==> src/rtl/dual_input_conditioner.sv <==
`default_nettype none
//------------------------------------------------------------------------------
// Module      : dual_input_conditioner
// Description : Two-channel input conditioner. Each raw asynchronous input is
//               synchronised through a SYNC_STAGES-deep flop chain and then
//               debounced by a four-state FSM that only accepts a new level
//               after DEBOUNCE_CYCLES consecutive identical samples.
//               Produces registered clean levels, one-cycle rise/fall pulses
//               and a glitch-free AND of the two clean levels.
// Ports       : clk      - system clock, rising edge
//               rst      - synchronous active-high reset
//               raw_a/b  - asynchronous raw inputs
//               a/b_clean- debounced levels (registered)
//               a/b_rise - one-cycle pulse on clean 0->1
//               a/b_fall - one-cycle pulse on clean 1->0
//               ab_and   - a_clean & b_clean, from registers only
// Revision    : 1.0 - initial release
//------------------------------------------------------------------------------
module dual_input_conditioner #(
    parameter int SYNC_STAGES     = 2,
    parameter int DEBOUNCE_CYCLES = 4
) (
    input  logic clk,
    input  logic rst,
    input  logic raw_a,
    input  logic raw_b,
    output logic a_clean,
    output logic b_clean,
    output logic a_rise,
    output logic a_fall,
    output logic b_rise,
    output logic b_fall,
    output logic ab_and
);

    localparam int CNT_W = $clog2(DEBOUNCE_CYCLES + 1);

    localparam logic [1:0] c_ST_STABLE_LOW  = 2'd0;
    localparam logic [1:0] c_ST_PEND_HIGH   = 2'd1;
    localparam logic [1:0] c_ST_STABLE_HIGH = 2'd2;
    localparam logic [1:0] c_ST_PEND_LOW    = 2'd3;

    localparam logic [CNT_W-1:0] c_CNT_ZERO = '0;
    localparam logic [CNT_W-1:0] c_CNT_ONE  = CNT_W'(1);
    localparam logic [CNT_W-1:0] c_CNT_MAX  = CNT_W'(DEBOUNCE_CYCLES);

    logic [1:0] w_raw;
    logic [1:0] w_clean;
    logic [1:0] w_rise;
    logic [1:0] w_fall;

    assign w_raw = {raw_b, raw_a};

    for (genvar gi = 0; gi < 2; gi++) begin : g_ch
        logic [SYNC_STAGES-1:0] r_sync;
        logic                   w_s;
        logic [1:0]             r_state;
        logic [1:0]             w_state_nxt;
        logic [CNT_W-1:0]       r_cnt;
        logic [CNT_W-1:0]       w_cnt_nxt;
        logic [CNT_W-1:0]       w_cnt_inc;
        logic                   w_clean_nxt;
        logic                   r_clean;
        logic                   r_rise;
        logic                   r_fall;

        // Synchroniser chain; only the last stage is ever looked at.
        always_ff @(posedge clk) begin
            if (rst) begin
                r_sync <= '0;
            end else begin
                r_sync <= {r_sync[SYNC_STAGES-2:0], w_raw[gi]};
            end
        end

        assign w_s       = r_sync[SYNC_STAGES-1];
        assign w_cnt_inc = r_cnt + c_CNT_ONE;

        always_comb begin
            w_state_nxt = r_state;
            w_cnt_nxt   = r_cnt;
            case (r_state)
                c_ST_STABLE_LOW: begin
                    if (w_s) begin
                        if (DEBOUNCE_CYCLES == 1) begin
                            w_state_nxt = c_ST_STABLE_HIGH;
                            w_cnt_nxt   = c_CNT_ZERO;
                        end else begin
                            w_state_nxt = c_ST_PEND_HIGH;
                            w_cnt_nxt   = c_CNT_ONE;
                        end
                    end
                end
                c_ST_PEND_HIGH: begin
                    // A low sample inside the pending window is a bounce.
                    if (!w_s) begin
                        w_state_nxt = c_ST_STABLE_LOW;
                        w_cnt_nxt   = c_CNT_ZERO;
                    end else if (w_cnt_inc == c_CNT_MAX) begin
                        w_state_nxt = c_ST_STABLE_HIGH;
                        w_cnt_nxt   = c_CNT_ZERO;
                    end else begin
                        w_cnt_nxt   = w_cnt_inc;
                    end
                end
                c_ST_STABLE_HIGH: begin
                    if (!w_s) begin
                        if (DEBOUNCE_CYCLES == 1) begin
                            w_state_nxt = c_ST_STABLE_LOW;
                            w_cnt_nxt   = c_CNT_ZERO;
                        end else begin
                            w_state_nxt = c_ST_PEND_LOW;
                            w_cnt_nxt   = c_CNT_ONE;
                        end
                    end
                end
                c_ST_PEND_LOW: begin
                    if (w_s) begin
                        w_state_nxt = c_ST_STABLE_HIGH;
                        w_cnt_nxt   = c_CNT_ZERO;
                    end else if (w_cnt_inc == c_CNT_MAX) begin
                        w_state_nxt = c_ST_STABLE_LOW;
                        w_cnt_nxt   = c_CNT_ZERO;
                    end else begin
                        w_cnt_nxt   = w_cnt_inc;
                    end
                end
                default: begin
                    w_state_nxt = c_ST_STABLE_LOW;
                    w_cnt_nxt   = c_CNT_ZERO;
                end
            endcase
        end

        // Clean level is high in both "accepted high" states, so a pending
        // change keeps the old level until it is confirmed.
        assign w_clean_nxt = (w_state_nxt == c_ST_STABLE_HIGH) ||
                             (w_state_nxt == c_ST_PEND_LOW);

        // Pulses are computed from the next clean value so they line up
        // with the cycle in which the new clean level first appears.
        always_ff @(posedge clk) begin
            if (rst) begin
                r_state <= c_ST_STABLE_LOW;
                r_cnt   <= c_CNT_ZERO;
                r_clean <= 1'b0;
                r_rise  <= 1'b0;
                r_fall  <= 1'b0;
            end else begin
                r_state <= w_state_nxt;
                r_cnt   <= w_cnt_nxt;
                r_clean <= w_clean_nxt;
                r_rise  <= w_clean_nxt & ~r_clean;
                r_fall  <= ~w_clean_nxt & r_clean;
            end
        end

        assign w_clean[gi] = r_clean;
        assign w_rise[gi]  = r_rise;
        assign w_fall[gi]  = r_fall;
    end

    assign a_clean = w_clean[0];
    assign b_clean = w_clean[1];
    assign a_rise  = w_rise[0];
    assign a_fall  = w_fall[0];
    assign b_rise  = w_rise[1];
    assign b_fall  = w_fall[1];
    assign ab_and  = w_clean[0] & w_clean[1];

endmodule
`default_nettype wire

==> config.mk <==
export PLATFORM = sky130hd
export DESIGN_NAME = dual_input_conditioner
export DESIGN_NICKNAME = d
export VERILOG_FILES = /design/src/rtl/dual_input_conditioner.sv
export SDC_FILE = /design/constraint.sdc
export NUM_CORES = 1
export LEC_CHECK = 0
export BUFFER_PORTS_ARGS = -buffer_cell sky130_fd_sc_hd__buf_2
export CORE_ASPECT_RATIO = 1.1
export CORE_MARGIN = 2
export CORE_UTILIZATION = 30
export DETAILED_ROUTE_END_ITERATION = 8
export GPL_ROUTABILITY_DRIVEN = 1
export SYNTH_ARGS = -nofsm -noshare
export SYNTH_HDL_FRONTEND = slang
export SYNTH_SLANG_ARGS = --single-unit
==> constraint.sdc <==
create_clock -name clk -period 1.4 [get_ports clk]
set_clock_uncertainty 0.1 [all_clocks]
set_input_delay 0.14 -clock clk [delete_from_list [all_inputs] [get_ports clk]]
set_output_delay 0.14 -clock clk [all_outputs]
set_load 0.05 [all_outputs]
==> metrics.txt, run 1 <==
Final Setup Violations=0; synth top area cells=dfxtp_1, ha_1, nor2b_1, xor2_1, a21oi_1; clock sinks=19; Comb pwr share=0.054; worst-skew pair later-pin latency=0.29 ns; sequential-to-total area share from yosys stat=0.485; crit path cell chain=ha_4 -> xor2_4 -> a31o_2 -> a211oi_2; Post-synth EDFFs=0; ys flop type=dfxtp_1; Leak Pwr=0.425 nW; layout filler cell count=261; I/O Pins=11; Die Wd=52.8 µm; Seq pwr share=0.638; Synth area leader=dfxtp_1; total track usage=0.106; top cells by count, synth=dfxtp_1, a21oi_1, nor2b_1; Post-synth ARST share=0; Hold Crit Class=in2reg; Clk network pwr share=0.308; fin crit share=0.968; Critical path buffers and inverters=0; Power Internal=0.681 mW; Placer Congestion=0.795; relative slew slack=0.794; RSZ-0062 raised after global routing=yes; core area=2500 µm²; slowest cell on the critical path=dfxtp_2; syn_nets=81; DR vias=596; Slew @ Worst Pin=0.308 ns; Die H=57.6 µm; WP data required=1.52 ns; Rows=19; routed vias/inst=4.81; Area growth syn-to-layout=30.5%; number of global-route vias before repair=587; drt wl/cell=11.6 µm; detailed placer's ending HPWL=1.01 mm; NumNets Final=102; switching share of power=0.224; dpl ws=-0.0357 ns; Yosys warnings=0; final worst setup slack=0.0443 ns; Starting Density=0.314; Mapped Cells=73; Netlist cell types=23; CP Class=reg2reg; maximum clock rate=738 MHz; post-CTS setup buffers=0; CTS tree=done; minimum clock period=1.36 ns; die area=3040 µm²; Max-cap violations=0; status=complete, no violations; Final Instance Area=1020 µm²; Mean Syn Cell Area=10.7 µm²; Final Hold Violating Endpoints=0; Post-route DRC=0; CP endpoint kind=register; CTS buffer count=3; WP data arrival=1.47 ns; Worst path max stage delay=0.35 ns; first-pass GRT wire length=2.37 mm; Sw Pwr=0.196 mW; pwr dens=857 nW/µm²; Post-Syn Area=785 µm²; critical path's top delay family=compound AO/OA/AOI/OAI gates; Worst-path clk slew=0.11 ns; CP max FO=4; DRT Wirelength=1.44 mm; most frequent cell after synthesis=dfxtp_1; H-tree Lvls=1; # diodes=0; starting DRC count in detailed routing=6; GRT Residual Overflow=0; maximum VDD drop=0.663 mV; largest net degree at the start of global routing=15; Placed Area=908 µm²; Final Max Slew Viols=0; Initial DRT Pass Iterations=2; Critical Path Source Type=register; Final ANT Viol Nets=0; initial antenna violation count=0; Longest Clk Path Bufs=2; Hold Slack=0.0541 ns; post-synthesis register bit count=19; share of cells above drive strength 1=0.409; top-area cell type share of the netlist area=0.485; root buf cell=clkbuf_4; IO Port Bufs=10
## layout by cell type (no fill, tap or decap), types with 2 or more instances in the layout
master and instances:
a211oi_2 2, a21oi_1 6, a31o_2 2, and2b_1 2
and3_1 2, and4b_1 2, buf_2 9, buf_4 6
clkbuf_4 3, dfxtp_1 14, dfxtp_2 4, dlygate4sd3_1 2
ha_2 2, ha_4 2, inv_1 4, nand3_1 2
nand3b_1 4, nor2_1 3, nor2b_1 6, o2111ai_1 2
xnor2_1 2, xor2_1 2
## area by class of cell
| class | instances | area [µm²] | share of cell area |
|---|---|---|---|
| multi-input combinational | 49 | 443 | 0.433 |
| sequential | 19 | 389 | 0.380 |
| timing repair buffer | 17 | 110 | 0.108 |
| tap | 31 | 38.8 | 0.0379 |
| clock buffer | 3 | 22.5 | 0.0220 |
| inverter | 4 | 15.0 | 0.0147 |
| clock inverter | 1 | 5.00 | 0.00489 |
## logic make-up (layout without fill, tap and decap cells)
group | count (synthesis) | after routing | share of synthesized area
XOR/XNOR | 6 | 6 | 0.0670
AND/OR/NAND/NOR | 25 | 25 | 0.212
buffers and inverters | 5 | 25 | 0.0239
adder cells (fa/ha/maj) | 4 | 4 | 0.0638
flip-flops | 19 | 19 | 0.485
AO/OA/AOI/OAI | 14 | 14 | 0.148
## power by group through the flow
stage / combinational (mW) / clock [mW] / sequential, mW
2_1_floorplan: 0.0235 / 0 / 0.571
3_3_place_gp: 0.0417 / 0 / 0.571
3_5_place_dp: 0.0426 / 0 / 0.572
4_1_cts: 0.0469 / 0.286 / 0.560
5_1_grt: 0.0535 / 0.299 / 0.561
6_report: 0.0471 / 0.270 / 0.560
## metal layers
metal	routed length, µm	vias to the layer above	track usage
li1	-	299	-
met1	621	282	0.116
met2	742	11	0.179
met3	51	4	0.0464
met4	27	0	0.0440
met5	0	-	0
## per-stage QoR
stage                util  TNS, ns  total power [mW]  instances
finish              0.410        0             0.877        124
global route        0.410   -0.114             0.913        124
CTS                 0.390  -0.0110             0.893        124
detailed placement  0.364  -0.0357             0.614        118
global placement    0.364        0             0.613        118
floorplan               -        0             0.595         73
## state kept, by name, summed over array words and instances (netlist names)
name,flops
g_ch.r_cnt,6
g_ch.r_state,4
g_ch.r_sync,4
a_clean,1
a_fall,1
a_rise,1
b_fall,1
b_rise,1
## worst reg2reg max path: cells and delay by family (launching register included)
family / cells / cell delay [ns]
AO/OA/AOI/OAI: 2 / 0.50
flip-flops: 1 / 0.35
adder cells (fa/ha/maj): 1 / 0.18
XOR/XNOR: 1 / 0.15
## path summary, 6_finish.rpt
kind | cells after the start | endpoint | slack (ns) | start
worst min-delay path | 3 | g_ch[1].r_cnt[0]$_SDFFE_PP0P_ | 0.05 | rst
worst max register to register | 4 | a_rise$_SDFF_PP0_ | 0.04 | g_ch[0].r_cnt[1]$_SDFFE_PP0P_
worst max-delay path | 4 | a_rise$_SDFF_PP0_ | 0.04 | g_ch[0].r_cnt[1]$_SDFFE_PP0P_
worst min register to register | 1 | g_ch[0].r_sync[1]$_SDFF_PP0_ | 0.35 | g_ch[0].r_sync[0]$_SDFF_PP0_
## what timing repair did
action,in CTS,in global routing
endpoints found under the setup margin,5,7
hold buffers,2,0
resized for setup,6,10
hold endpoints to repair,2,0
pin swaps,1,4
No activity file was read; power rests on OpenSTA's default activity.
==> run 2, diff against run 1 <==
--- a/config.mk
+++ b/config.mk
@@ -11,6 +11,7 @@
 export CORE_UTILIZATION = 30
 export DETAILED_ROUTE_END_ITERATION = 8
 export GPL_ROUTABILITY_DRIVEN = 1
+export PLACE_DENSITY = 0.56
 export SYNTH_ARGS = -nofsm -noshare
 export SYNTH_HDL_FRONTEND = slang
 export SYNTH_SLANG_ARGS = --single-unit
==> metrics.txt, run 2 (synthesis gave the netlist of run 1 again) <==
Final Setup Violations=0; status=complete, no violations; Total Power=0.893 mW; WP data arrival=1.49 ns; most frequent cells in the layout=dfxtp_1, buf_2, nor2b_1, a21oi_1; Initial DRT Pass Iterations=3; routed vias/inst=4.67; start of the worst register-to-register path=g_ch[0].r_cnt[1]$_SDFFE_PP0P_; maximum VDD drop=0.650 mV; root buf cell=clkbuf_4; max FFs per register=6; worst-case reg-to-reg path depth=4; Non-Filler Instances=123; biggest regs=g_ch.r_cnt (6), g_ch.r_state (4), g_ch.r_sync (4); Worst path max stage delay=0.36 ns; worst-skew pair later-pin latency=0.30 ns; clock sinks=19; Die Wd=52.8 µm; total track usage=0.110; Longest Clk Path Bufs=2; Placer Congestion=0.725; Final Hold Violating Endpoints=0; reg2reg end=a_rise$_SDFF_PP0_; DRT Wirelength=1.44 mm; Final Instance Area=1010 µm²; Critical Path Source Type=register; Post-Place Cells=117; Max-cap violations=0; Post-route DRC=0; Slew @ Worst Pin=0.321 ns; IO Port Bufs=10; CP max FO=4; r2r setup slk=0.05 ns; maximum clock rate=739 MHz; starting DRC count in detailed routing=4; I/O Pins=11; RSZ-0062 raised after global routing=yes; GRT Residual Overflow=0; largest net degree at the start of global routing=12; CTS tree=done; Final ANT Viol Nets=0; DR vias=575; fin crit share=0.966; Worst Hold Depth=2; CP endpoint kind=register; core area=2500 µm²; worst hold path endpoint=g_ch[1].r_cnt[1]$_SDFFE_PP0P_; largest register by flop count=g_ch.r_cnt; Final Max Slew Viols=0; relative slew slack=0.785; CP Class=reg2reg; Placed Area=901 µm²; Hold Crit Class=in2reg; Leak Pwr=0.422 nW; H-tree Lvls=1; Area growth syn-to-layout=28.9%; share of cells above drive strength 1=0.391; pwr dens=884 nW/µm²; Die H=57.6 µm; detailed placer's ending HPWL=1.03 mm; drt wl/cell=11.7 µm; minimum clock period=1.35 ns; Rows=19; Worst-path clk slew=0.12 ns; number of global-route vias before repair=585; slowest cell on the critical path=dfxtp_2; die area=3040 µm²; NumNets Final=101; Critical path buffers and inverters=0; initial antenna violation count=0; critical path's top delay family=compound AO/OA/AOI/OAI gates; post-CTS setup buffers=0; CTS buffer count=3; commonest non-fill, non-tap cell in the layout=dfxtp_1; WP data required=1.54 ns; Starting Density=0.314; crit path cell chain=ha_4 -> xor2_4 -> a31o_2 -> a211oi_2; # diodes=0; first-pass GRT wire length=2.51 mm; Worst Min Path Start=rst
## run 2: cell count changes in the layout (fill, tap and decap cells not counted), sizes merged
cell	previous run	this run
buf	15	14
## run 2: worst reg2reg max path: cells and delay by family (launching register included)
family	cells	cell delay (ns)
xor gates and xnor gates	1	0.15
AOI/OAI and AO/OA	2	0.49
DFF	1	0.36
adders and majority gates	1	0.18
## run 2: final cells by class
cell class / instances / area, µm²
sequential: 19 / 387
clock buffer: 3 / 22.5
fill: 252 / 1490
clock inverter: 1 / 5.00
tap: 31 / 38.8
timing repair buffer: 16 / 103
inverter: 4 / 15.0
multi-input combinational: 49 / 440
## run 2: worst max-delay path by stage
| stage | startpoint | end | depth (start not counted) |
|---|---|---|---|
| global placement | g_ch[1].r_cnt[1]$_SDFFE_PP0P_ | g_ch[1].r_state[1]$_SDFF_PP0_ | 4 |
| CTS | g_ch[0].r_cnt[0]$_SDFFE_PP0P_ | a_fall$_SDFF_PP0_ | 4 |
| detailed placement | g_ch[0].r_cnt[1]$_SDFFE_PP0P_ | a_fall$_SDFF_PP0_ | 4 |
| floorplan | g_ch[1].r_cnt[0]$_SDFFE_PP0P_ | g_ch[1].r_state[1]$_SDFF_PP0_ | 4 |
| finish | g_ch[0].r_cnt[1]$_SDFFE_PP0P_ | a_rise$_SDFF_PP0_ | 4 |
| global route | g_ch[0].r_cnt[1]$_SDFFE_PP0P_ | a_fall$_SDFF_PP0_ | 4 |
## run 2: per-stage QoR
stage,hold WS (ns),utilization,TNS [ns],worst slack (ns)
global route,0.0321,0.405,-0.0668,-0.0336
global placement,0.249,0.361,-0.00439,-0.00439
detailed placement,0.256,0.361,-0.0776,-0.0316
finish,0.00544,0.405,0,0.0475
CTS,0.00747,0.388,0,0.00430
floorplan,0.112,-,0,0.0137
## run 2: repair_timing
action                                 in CTS  in global routing
setup endpoints to repair                   5                  8
endpoints found under the hold margin       2                  0
resized for setup                           7                  7
hold buffers                                2                  0
pin swaps                                   2                  4
## run 2: routing by layer
| metal | global-route usage | part of all wire | vias up |
|---|---|---|---|
| met5 | 0 | 0 | - |
| met2 | 0.175 | 0.48 | 8 |
| met3 | 0.0464 | 0.035 | 0 |
| met1 | 0.139 | 0.49 | 271 |
| met4 | 0.0220 | 0 | 0 |
| li1 | - | - | 296 |
## run 2: power by group
group / internal [mW] / switching [mW]
clock network: 0.107 / 0.177
registers: 0.551 / 0.0103
logic: 0.0254 / 0.0227
total: 0.683 / 0.210
==> run 3, diff against run 2 <==
--- a/config.mk
+++ b/config.mk
@@ -11,6 +11,7 @@
 export CORE_UTILIZATION = 30
 export DETAILED_ROUTE_END_ITERATION = 8
 export GPL_ROUTABILITY_DRIVEN = 1
+export GPL_TIMING_DRIVEN = 0
 export PLACE_DENSITY = 0.56
 export SYNTH_ARGS = -nofsm -noshare
 export SYNTH_HDL_FRONTEND = slang
==> metrics.txt, run 3 (synthesis gave the netlist of run 1 again) <==
Longest Clk Path Bufs=2; largest register by flop count=g_ch.r_cnt; relative slew slack=0.679; DR vias=597; first-pass GRT wire length=2.46 mm; NumNets Final=103; I/O Pins=11; Starting Density=0.314; Die H=57.6 µm; Worst Hold Depth=1; Max-cap violations=0; CP Class=reg2reg; worst-case reg-to-reg path depth=4; Final Max Slew Viols=0; max FFs per register=6; layout filler cell count=239; status=complete, no violations; Worst Min Path Start=g_ch[0].r_sync[0]$_SDFF_PP0_; Post-Route Setup TNS=0 ns; commonest non-fill, non-tap cell in the layout=dfxtp_1; biggest regs=g_ch.r_cnt (6), g_ch.r_state (4), g_ch.r_sync (4); most frequent cells in the layout=dfxtp_1, buf_2, nor2b_1, a21oi_1; Slew @ Worst Pin=0.481 ns; H-tree Lvls=1; reg2reg end=a_fall$_SDFF_PP0_; Reg area=390 µm²; CP max FO=4; Total Power=0.885 mW; CTS tree=done; Final ANT Viol Nets=0; Post-route DRC=0; Seq pwr share=0.631; routed vias/inst=4.78; worst-skew pair later-pin latency=0.29 ns; CTS buffer count=3; Finished Core Util=0.418; root buf cell=clkbuf_4; Sw Pwr=0.200 mW; start of the worst register-to-register path=g_ch[0].r_cnt[0]$_SDFFE_PP0P_; Area growth syn-to-layout=33.0%; WP data arrival=1.46 ns; minimum clock period=1.36 ns; detailed placer's ending HPWL=1.01 mm; Clk network pwr share=0.313; WP data required=1.50 ns; number of global-route vias before repair=564; Placer Congestion=0.759; RSZ-0062 raised after global routing=yes; starting DRC count in detailed routing=12; switching share of power=0.227; r2r setup slk=0.04 ns; Leak Pwr=0.421 nW; Hold Crit Class=reg2reg; Rows=19; clock sinks=19; fin crit share=0.971; Worst-path clk slew=0.11 ns; Final Setup Violations=0; maximum VDD drop=0.646 mV; initial antenna violation count=0; largest net degree at the start of global routing=11; # diodes=0; CP endpoint kind=register; Comb pwr share=0.056; area taken by multi-input logic gates=457 µm²; worst hold path endpoint=g_ch[0].r_sync[1]$_SDFF_PP0_; DRT Wirelength=1.57 mm; drt wl/cell=12.6 µm; pwr dens=848 nW/µm²; Final Hold Violating Endpoints=0; die area=3040 µm²; total track usage=0.109; core area=2500 µm²; Power Internal=0.684 mW; Die Wd=52.8 µm; GRT Residual Overflow=0; IO Port Bufs=10; maximum clock rate=736 MHz; Initial DRT Pass Iterations=2; Critical Path Source Type=register; share of cells above drive strength 1=0.383
run 3: changes by cell type in the layout (fill, tap and decap cells not counted), sizes merged:
cell         previous run  this run
buf                    14        13
dlygate4sd3             2         3
clkbuf                  3         6
clkinv                  1         0
run 3: power groups by stage:
stage | clock network, mW | logic (mW) | registers [mW]
after floorplan | 0 | 0.0235 | 0.571
after global placement | 0 | 0.0347 | 0.573
after detailed placement | 0 | 0.0354 | 0.574
after CTS | 0.283 | 0.0463 | 0.561
after global routing | 0.310 | 0.0554 | 0.560
final | 0.277 | 0.0499 | 0.558
run 3: through the flow:
step                      setup WS [ns]  std cells  hold WS, ns  cell area [µm²]
after floorplan                  0.0137         73        0.112              786
after detailed placement         -0.120        114        0.255              875
after CTS                      -0.00974        122      0.00509              963
after global placement          -0.0930        114        0.259              875
after global routing            -0.0406        125        0.365             1040
final                            0.0406        125        0.347             1040
run 3: worst max-delay path: stages (launching register included):
cell,delay [ns]
dfxtp_2,0.37
ha_4,0.17
xor2_4,0.17
nand4_1,0.21
and4b_1,0.24
run 3: worst max-delay path by stage:
stage | from | end | slack, ns | cells after the start
floorplan | g_ch[1].r_cnt[0]$_SDFFE_PP0P_ | g_ch[1].r_state[1]$_SDFF_PP0_ | 0.01 | 4
global placement | g_ch[0].r_cnt[0]$_SDFFE_PP0P_ | a_fall$_SDFF_PP0_ | -0.09 | 4
detailed placement | g_ch[0].r_cnt[0]$_SDFFE_PP0P_ | a_fall$_SDFF_PP0_ | -0.12 | 4
CTS | g_ch[0].r_cnt[0]$_SDFFE_PP0P_ | g_ch[0].r_cnt[0]$_SDFFE_PP0P_ | -0.01 | 4
global route | g_ch[0].r_cnt[0]$_SDFFE_PP0P_ | a_fall$_SDFF_PP0_ | -0.04 | 4
finish | g_ch[0].r_cnt[0]$_SDFFE_PP0P_ | a_fall$_SDFF_PP0_ | 0.04 | 4
run 3: layout make-up:
type,instances,share of cell area
flip-flops and latches,19,0.374
well taps,31,0.0372
repair buffers,17,0.108
plain buffers,1,0.00360
clock buffers,4,0.0252
multi-input cells,49,0.438
inverters,4,0.0144
run 3: timing repair:
action,in CTS,in global routing
setup endpoints to repair,6,6
resized for setup,8,10
endpoints found under the hold margin,2,1
buffers inserted,2,2
hold buffers,2,1
pin swaps,2,3
run 3: metal layers:
metal / track usage / part of all wire / up-vias
li1: - / - / 297
met1: 0.120 / 0.40 / 289
met2: 0.189 / 0.55 / 9
met3: 0.0464 / 0.037 / 2
met4: 0.0330 / 0.0083 / 0
met5: 0 / 0 / -
